===== src/rtl/move_seq_pkg.sv =====
// Shared types for the move sequencer: controller states and the stored move format.
package move_seq_pkg;

    localparam int TORQUE_W = 9;
    localparam int MOVE_W   = 2 * TORQUE_W;

    typedef enum logic {
        IDLE = 1'b0,
        PLAY = 1'b1
    } state_t;

    typedef struct packed {
        logic [TORQUE_W-1:0] left;
        logic [TORQUE_W-1:0] right;
    } move_t;

endpackage


===== src/rtl/move_sequencer_dwell_timer.sv =====
// Free-running dwell counter for playback. expire pulses on the last cycle of each
// DWELL_CYCLES window and the count wraps so consecutive moves get equal dwell.
module dwell_timer #(
    parameter int DWELL_CYCLES = 50_000_000
) (
    input  logic CLOCK50,
    input  logic reset,
    input  logic start,
    input  logic abort,
    output logic expire
);

    localparam int CNT_W = (DWELL_CYCLES > 1) ? $clog2(DWELL_CYCLES) : 1;
    localparam logic [CNT_W-1:0] LAST = CNT_W'(DWELL_CYCLES - 1);

    logic [CNT_W-1:0] cnt;
    logic             active;

    assign expire = active && (cnt == LAST);

    // NOTE: sequential state uses non-blocking assignments so every register samples pre-edge values.
    always_ff @(posedge CLOCK50) begin
        if (reset || abort) begin
            active <= 1'b0;
            cnt    <= '0;
        end else if (start) begin
            active <= 1'b1;
            cnt    <= '0;
        end else if (active) begin
            cnt <= expire ? '0 : cnt + CNT_W'(1);
        end
    end

endmodule


===== src/rtl/move_sequencer.sv =====
// Records torque moves from SW and plays them back on LEDR, one move per dwell window.
module move_sequencer
    import move_seq_pkg::*;
#(
    parameter int DEPTH        = 16,
    parameter int DWELL_CYCLES = 50_000_000
) (
    input  logic                    CLOCK50,
    input  logic                    reset,
    input  logic                    save,
    input  logic                    execute,
    input  logic                    clear,
    input  logic                    delete,
    input  logic [MOVE_W-1:0]       SW,
    output logic [MOVE_W-1:0]       LEDR,
    output logic [3:0]              LEDG,
    output logic [$clog2(DEPTH):0]  count
);

    localparam int IDX_W = (DEPTH > 1) ? $clog2(DEPTH) : 1;
    localparam int CNT_W = $clog2(DEPTH) + 1;

    state_t           state, state_n;
    logic [IDX_W-1:0] index, index_n, index_inc;
    logic [CNT_W-1:0] count_n;
    move_t            ledr, ledr_n;
    logic             done, done_n;
    logic [2:0]       flags;
    logic             wr_en, timer_start, timer_abort, expire;
    move_t            mem [DEPTH];

    assign index_inc = index + IDX_W'(1);
    assign LEDR      = ledr;
    assign LEDG      = {flags, done};

    dwell_timer #(.DWELL_CYCLES(DWELL_CYCLES)) u_dwell_timer (
        .CLOCK50 (CLOCK50),
        .reset   (reset),
        .start   (timer_start),
        .abort   (timer_abort),
        .expire  (expire)
    );

    always_comb begin
        // NOTE: every output gets a default first, so no path leaves a variable unassigned (no latches).
        state_n     = state;
        count_n     = count;
        index_n     = index;
        ledr_n      = ledr;
        done_n      = done;
        wr_en       = 1'b0;
        timer_start = 1'b0;
        timer_abort = 1'b0;

        if (clear) begin
            state_n     = IDLE;
            count_n     = '0;
            index_n     = '0;
            ledr_n      = '0;
            done_n      = 1'b0;
            timer_abort = 1'b1;
        end else begin
            unique case (state)
                IDLE: begin
                    // Priority is on the raw pulse: a refused execute still masks delete/save.
                    if (execute) begin
                        if (count != '0) begin
                            state_n     = PLAY;
                            index_n     = '0;
                            ledr_n      = mem[0];
                            done_n      = 1'b0;
                            timer_start = 1'b1;
                        end
                    end else if (delete) begin
                        if (count != '0) begin
                            count_n = count - CNT_W'(1);
                            done_n  = 1'b0;
                        end
                    end else if (save) begin
                        if (count != CNT_W'(DEPTH)) begin
                            wr_en   = 1'b1;
                            count_n = count + CNT_W'(1);
                            done_n  = 1'b0;
                        end
                    end
                end
                PLAY: begin
                    if (expire) begin
                        if (CNT_W'(index) + CNT_W'(1) == count) begin
                            state_n     = IDLE;
                            index_n     = '0;
                            ledr_n      = '0;
                            done_n      = 1'b1;
                            timer_abort = 1'b1;
                        end else begin
                            index_n = index_inc;
                            ledr_n  = mem[index_inc];
                        end
                    end
                end
                default: state_n = IDLE;
            endcase
        end
    end

    always_ff @(posedge CLOCK50) begin
        if (reset) begin
            state <= IDLE;
            count <= '0;
            index <= '0;
            ledr  <= '0;
            done  <= 1'b0;
            flags <= 3'b001;
        end else begin
            state <= state_n;
            count <= count_n;
            index <= index_n;
            ledr  <= ledr_n;
            done  <= done_n;
            flags <= {count_n == CNT_W'(DEPTH), state_n == PLAY, count_n == '0};
        end
    end

    // NOTE: storage has no reset; count gates every read, so stale entries are never shown.
    always_ff @(posedge CLOCK50) begin
        if (wr_en) begin
            mem[count[IDX_W-1:0]] <= move_t'(SW);
        end
    end

endmodule


===== config.mk =====
export PLATFORM = sky130hd
export DESIGN_NAME = move_sequencer
export DESIGN_NICKNAME = d
export VERILOG_FILES = /design/src/rtl/move_seq_pkg.sv /design/src/rtl/move_sequencer_dwell_timer.sv /design/src/rtl/move_sequencer.sv
export SDC_FILE = /design/constraint.sdc
export NUM_CORES = 1
export LEC_CHECK = 0
export ABC_AREA = 1
export ABC_CLOCK_PERIOD_IN_PS = 8300
export BUFFER_PORTS_ARGS = -buffer_cell sky130_fd_sc_hd__buf_2
export CAP_MARGIN = 20
export CORE_AREA = 5 5 252 254
export CTS_CLUSTER_SIZE = 12
export DETAILED_ROUTE_END_ITERATION = 7
export DIE_AREA = 0 0 257 259
export GPL_ROUTABILITY_DRIVEN = 0
export GPL_TIMING_DRIVEN = 1
export SLEW_MARGIN = 40
export SYNTH_ARGS = -nofsm -noshare
export SYNTH_HDL_FRONTEND = slang
export SYNTH_SLANG_ARGS = --single-unit

===== constraint.sdc =====
create_clock -name CLOCK50 -period 8.3 [get_ports CLOCK50]
set_input_delay 0.415 -clock CLOCK50 [delete_from_list [all_inputs] [get_ports CLOCK50]]
set_output_delay 0.415 -clock CLOCK50 [all_outputs]
set_load 0.02 [all_outputs]

==> impl_metrics.csv, run 1 <==
group,metric,value,unit
outcome,status,"complete, no violations",
synthesis,synth_seq_cells,346,
setup_path,cp.arrival,4.39,ns
floorplan,die_y,259,um
sta,setup_violations,0,
setup_path,required,8.73,ns
synthesis,yosysUniqueCellTypes,35,
clock_network,clock_sinks,346,
finish,fin_cells,2351,
global_route,grt_overflow_total,0,
clock_network,path_clk_slew,0.06,ns
sta,slew_headroom,42.6,%
clock_network,cts_buffers,39,
finish,final_area,17400,um^2
synthesis,synthFlopType,"edfxtp_1",
sta,hold_slack,0.0955,ns
floorplan,rows,91,
setup_path,critPathMostFrequentCell,"nor2_1",
setup_path,end_kind,"flop",
clock_network,cts-resized-gates,0,
sta,slew_violations,0,
power_and_ir_drop,leakage,6.08,nW
synthesis,syn_area_per_cell,9.93,um^2
power_and_ir_drop,combPwrFrac,2.8,%
flow_run,cap_violations,0,
clock_network,htreeDepth,2,
route,wl_per_cell,18.5,um
power_and_ir_drop,clkPwrFrac,46.7,%
route,viasPerCell,4.70,
sta,worst_pin_slew,0.860,ns
route,routed_wl,43.5,mm
finish,num-nets-final,1565,
hold_path,hold_path_class,"in -> reg",
setup_path,path_max_fanout,103,
finish,drive_above_1_share,10.2,%
synthesis,yosys_warnings,0,
floorplan,start_util,24.6,%
placed_design,pre_cts_slack,4.39,ns
sta,postLayoutSetupSlackWorst,4.34,ns
clock_network,cts_setup_buffers,0,
placed_design,place_area,16100,um^2
setup_path,ff2ff_setup_slack,4.34,ns
synthesis,netlist_area,15000,um^2
setup_path,cp_slowest_stage_delay,0.69,ns
global_route,antenna_found_initial,3,
setup_path,cp_cell_sequence,"buf_6 > inv_4 > buf_4 > nand2_1 > nand2_1 > nor2_1 > nand3_1 > nor2b_1 > nand2_4 > nand2_2 > nor2_1 > nor2_1 > nor2_1",
placed_design,io_buffer_count,50,
floorplan,coreArea,61000,um^2
setup_path,crit_type,"reg -> reg",
route,first_pass_iters,5,
synthesis,synth_edf_count,288,
sta,grt_setup_unrepaired,"no",
sta,fmax,0.252,GHz
global_route,grt_pass1_vias,10486,
power_and_ir_drop,seqPwrFrac,50.5,%
finish,area_growth,15.9,%
clock_network,clk_path_buf_depth,3,
synthesis,syn-instance-count,1512,
synthesis,syn_nets,1543,
placed_design,hpwl,28.4,mm
clock_network,ctsHoldBuffers,0,
sta,tns,0,ns
sta,worst_clock_skew,0.0173,ns
sta,layout_min_cycle_time,3.96,ns
power_and_ir_drop,power.switching,799,uW
floorplan,die_area,66600,um^2
clock_network,cts_tree,"done",
finish,final_common_cell,"nand2_1",
route,final_antenna_net_count,0,
global_route,grt_max_degree,104,
route,vias,11047,
placed_design,place_inst,2282,
power_and_ir_drop,switching_share,21.3,%
power_and_ir_drop,intPower,2.95,mW
global_route,grt_first_pass_wirelength,66.0,mm
floorplan,io_pins,51,
synthesis,seq_area_frac_synth,65.3,%
power_and_ir_drop,power_per_cell_area,215,nW/um^2
route,drt_iter0_drc,1396,
floorplan,die_x,257,um
setup_path,cpMaxStageDelayCell,"dfxtp_4",
sta,hold_viol,0,
clock_network,clockRootBuffer,"clkbuf_16",
synthesis,synthArstFlopShare,0,%
finish,final_cell_mix,"nand2_1 (472), nand3_1 (300), edfxtp_1 (288), nor2_1 (100)",
route,drcViolationCount,0,
global_route,track_usage,12.7,%
setup_path,cp-start-kind,"flop",
clock_network,clock_latency,0.56,ns
sta,timing.final.crit_share,47.8,%
power_and_ir_drop,peakVddDrop,0.132,mV
==> state kept, by name, indices dropped and copies added, names as in the netlist <==
name                  flops
flags                     3
mem                     288
u_dwell_timer.cnt        26
LEDR                     18
u_dwell_timer.active      1
index                     4
count                     5
done                      1
==> stage by stage <==
step | utilization (%) | power, mW
global placement | 26.2 | 2.03
detailed placement | 26.4 | 2.03
finish | 28.5 | 3.75
CTS | 28.5 | 3.78
global route | 28.5 | 3.86
floorplan | - | 1.98
==> worst paths after layout <==
check | startpoint | to | cells past startpoint
setup reg to reg | index[0] | LEDR[17] | 13
hold / removal | reset | count[0] | 2
hold reg to reg | u_dwell_timer.cnt[25] | u_dwell_timer.cnt[25] | 2
setup / recovery | index[0] | LEDR[17] | 13
==> cells in the mapped netlist (3+ instances only) <==
library cell  number  share of area, %
edfxtp_1         288                58
buf_2             28              0.93
nor2_2            14              0.58
nand2_2            3              0.12
inv_2              4              0.10
inv_1             58               1.4
nor2_1           116               2.9
o21ai_0           25              0.83
xor2_1             6              0.35
clkbuf_1          35              0.87
nand4_1           30               1.2
nor3_1            12              0.40
nand2_1          472                12
buf_1              7              0.18
nand3_1          300                10
ha_1               7              0.58
buf_4              3              0.15
dfxtp_1           58               7.7
a21oi_1           23              0.77
==> layout make-up <==
type	instances	area, um^2
Fill cell	6350	43600
Sequential cell	346	9810
Multi-Input combinational cell	1029	4780
Clock buffer	54	1040
Tap cell	790	988
Timing Repair Buffer	56	315
Inverter	62	235
Clock inverter	13	225
Antenna cell	1	2.50
==> logic make-up (layout without fill, tap and decap cells) <==
family	after synthesis	count (layout)	share of synthesized area, %
AND/OR/NAND/NOR	959	959	27.8
flip-flops	346	346	65.3
buffers and inverters	137	185	3.83
AO/OA/AOI/OAI	55	55	1.97
XOR/XNOR	8	8	0.517
adder cells (fa/ha/maj)	7	7	0.583
other	0	1	0
==> power groups by stage <==
stage	Sequential, mW	Combinational [mW]	Clock [mW]
4_1_cts	1.89	0.105	1.78
5_1_grt	1.89	0.115	1.85
6_report	1.89	0.104	1.75
3_5_place_dp	1.93	0.105	0
2_1_floorplan	1.93	0.0440	0
3_3_place_gp	1.93	0.103	0
==> worst max-delay path: cells and delay by family, from the launching register on <==
kind	cells	cell delay, ns
simple gates	10	1.29
buf+inv	3	1.71
flops	1	0.69
==> per-layer routing <==
| layer | vias to the layer above | track usage [%] | wire length (um) | part of all wire (%) |
|---|---|---|---|---|
| li1 | 5244 | - | - | - |
| met1 | 5291 | 17.8 | 18900 | 44 |
| met2 | 435 | 19.4 | 19500 | 45 |
| met3 | 77 | 2.91 | 3750 | 8.6 |
| met4 | 0 | 4.29 | 1350 | 3.1 |
| met5 | - | 0 | 0 | 0 |
Note: power is estimated with default switching activity, not from simulation.
==> run 2: changes to the inputs <==
- ABC_AREA: 1 -> 0
- ABC_CLOCK_PERIOD_IN_PS: 8300 -> 4000
- CORE_AREA: 5 5 252 254 -> 5 5 244 246
- DIE_AREA: 0 0 257 259 -> 0 0 249 251
- clock period: 8.3 -> 4 ns (I/O delays scaled with it)
==> run 2 against run 1 <==
Compared with the run above: via count shrank 32%; setup slack lost 3.3 ns; sequential share of layout area grew 3.1 points; critical path depth shrank 5; utilization grew 0.37 points; maximum frequency grew 33%; clock-buffer cell count grew 4; critical path type unchanged; combinational power grew 73%; clock power grew 82%; critical endpoint is now mem[0][8]; sequential power grew 110%; cell area shrank 5.2%; power grew 95%.
==> impl_metrics.csv, run 2 <==
group,metric,value,unit
setup_path,cpMaxStageDelayCell,"nor3_2",
clock_network,cts_setup_buffers,0,
route,final_antenna_net_count,0,
setup_path,path_max_fanout,12,
floorplan,io_pins,51,
sta,tns,0,ns
global_route,grt_overflow_total,0,
synthesis,syn_area_per_cell,18.0,um^2
power_and_ir_drop,peakVddDrop,0.261,mV
finish,final_common_cell,"edfxtp_1",
synthesis,yosysMostFrequentCell,"edfxtp_1",
synthesis,yosys_warnings,0,
synthesis,yosys-top-cells-count,"edfxtp_1 (288), mux4_2 (84), dfxtp_1 (58)",
synthesis,synthFlopType,"edfxtp_1",
setup_path,cp.depth,8,
sta,layout_min_cycle_time,2.97,ns
clock_network,htreeDepth,2,
floorplan,start_util,24.6,%
global_route,grt_first_pass_wirelength,50.2,mm
global_route,antenna_found_initial,5,
route,wl_per_cell,20.1,um
sta,fmax,0.337,GHz
synthesis,yosysTopAreaCellShare,61.5,%
setup_path,cp-start-kind,"flop",
finish,nFillCells,5600,
clock_network,cts_buffers,36,
finish,num-nets-final,888,
setup_path,worst-path-buf-inv,2,
sta,hold_viol,0,
setup_path,crit_type,"reg -> reg",
hold_path,hold_path_class,"in -> reg",
route,drcViolationCount,0,
synthesis,netlist_area,14100,um^2
finish,largest_reg_flops,288,
synthesis,yosysUniqueCellTypes,67,
finish,area_growth,17.3,%
synthesis,seq_area_frac_synth,69.7,%
route,drt_iter0_drc,695,
finish,final_cell_mix,"edfxtp_1 (288), mux4_2 (84), dfxtp_1 (57), buf_2 (50), nor2_1 (45)",
setup_path,cp_cell_sequence,"inv_1 > ha_1 > nand4bb_1 > nand2_1 > nor2_1 > nand2_1 > nor3_2 > buf_4",
route,first_pass_iters,5,
clock_network,cts-resized-gates,0,
flow_run,cap_violations,0,
setup_path,cp_slowest_stage_delay,0.61,ns
sta,worst_pin_slew,0.794,ns
synthesis,synth_seq_cells,346,
setup_path,critPathMostFrequentCell,"nand2_1",
clock_network,clock_latency,0.54,ns
setup_path,crit_family,"simple AND/OR/NAND/NOR gates",
floorplan,die_area,62500,um^2
synthesis,synthArstFlopShare,0,%
outcome,status,"complete, no violations",
route,vias,7530,
setup_path,end_kind,"flop",
placed_design,hpwl,19.7,mm
synthesis,yosys-top-cells-area,"edfxtp_1 (61%), mux4_2 (13%), dfxtp_1 (8.3%), nor2_1 (1.5%), xnor2_1 (1.4%)",
route,viasPerCell,4.56,
placed_design,io_buffer_count,50,
global_route,grt_pass1_vias,7636,
sta,slew_violations,0,
global_route,track_usage,10.4,%
hold_path,min_path_cells,1,
clock_network,clk_path_buf_depth,3,
synthesis,syn_nets,811,
sta,worst_clock_skew,0.0206,ns
floorplan,coreArea,57100,um^2
finish,multiInputGateArea,4060,um^2
power_and_ir_drop,p_total,7.30,mW
synthesis,synth_edf_count,288,
clock_network,clockRootBuffer,"clkbuf_16",
floorplan,die_x,249,um
finish,drive_above_1_share,28.1,%
sta,slew_headroom,47.1,%
synthesis,syn-instance-count,780,
setup_path,worst-r2r-cell-count,8,
clock_network,clock_sinks,346,
setup_path,required,4.21,ns
setup_path,cp.arrival,3.18,ns
power_and_ir_drop,power_per_cell_area,442,nW/um^2
power_and_ir_drop,leakage,5.11,nW
finish,layout.area.seq,9810,um^2
synthesis,yosys.area.top_type,"edfxtp_1",
sta,setup_violations,0,
sta,timing.final.crit_share,74.2,%
global_route,grt_max_degree,52,
sta,grt_setup_unrepaired,"no",
route,routed_wl,33.1,mm
floorplan,rows,88,
floorplan,die_y,251,um
clock_network,cts_tree,"done",
clock_network,path_clk_slew,0.06,ns
run 2: cell count changes after synthesis, sizes merged, moves of 12 or more:
cell / delta
nand2: -455
nand3: -285
mux4: +84
nor2: -72
inv: -51
nand4: -24
xnor2: +23
buf: -18
a21oi: -16
clkbuf: -15
mux2i: +15
o21ai: -15
a22oi: +12
o2bb2ai: +12
run 2: kinds of logic (layout without fill, tap and decap cells):
group                    count (synthesis)  after routing  share of synthesized area [%]
AO/OA/AOI/OAI                           76             76                           4.05
XOR/XNOR                                31             31                           2.29
AND/OR/NAND/NOR                        162            162                           6.42
buffers and inverters                   53            158                           1.92
flip-flops                             346            346                           69.7
other                                    0              2                              0
multiplexers                           105            105                           15.0
adder cells (fa/ha/maj)                  7              7                          0.622
run 2: cell type report:
cell class / count / area share (%)
Tap cell: 765 / 5.80
Inverter: 11 / 0.250
Timing Repair Buffer: 81 / 3.11
Multi-Input combinational cell: 381 / 24.6
Sequential cell: 346 / 59.4
Clock buffer: 58 / 6.15
Antenna cell: 2 / 0.0303
Clock inverter: 8 / 0.629
run 2: worst paths after layout:
kind                        start              endpoint  slack [ns]
max                      count[0]             mem[0][8]        1.03
min                        SW[16]           mem[10][16]        0.04
max reg2reg              count[0]             mem[0][8]        1.03
min reg2reg  u_dwell_timer.cnt[1]  u_dwell_timer.cnt[1]        0.49
run 2: power breakdown:
| part | internal [mW] | switching, mW | leakage [nW] |
|---|---|---|---|
| Sequential | 3.91 | 0.0153 | 3.06 |
| Combinational | 0.0494 | 0.131 | 1.52 |
| Clock | 1.82 | 1.36 | 0.537 |
run 2: metrics by stage:
stage / instance area, um^2 / utilization, % / worst slack (ns) / hold slack (ns) / instances
after CTS: 16500 / 28.9 / 1.03 / 0.00664 / 1650
after global routing: 16500 / 28.9 / 0.810 / 0.0239 / 1650
after global placement: 15400 / 26.9 / 1.16 / 0.461 / 1582
after floorplan: 14100 / - / 0.820 / 0.272 / 780
final: 16500 / 28.9 / 1.03 / 0.0365 / 1652
after detailed placement: 15400 / 26.9 / 1.05 / 0.458 / 1582
run 2: what timing repair did:
item | CTS | global route
setup endpoints to repair | 0 | 0
hold buffers | 2 | 0
hold endpoints to repair | 3 | 0
run 2: worst register-to-register path, delay by kind of cell, from the launching register on:
kind	cells	cell delay [ns]
flops	1	0.51
fa+ha+maj	1	0.28
buf+inv	2	0.53
simple gates	5	1.34
run 2: metal layers:
metal	global-route usage [%]	routed length [um]	vias to the layer above
met5	0	43	-
met4	2.22	472	6
met3	2.62	2120	39
met1	14.5	14800	3965
met2	16.7	15700	198
li1	-	-	3322
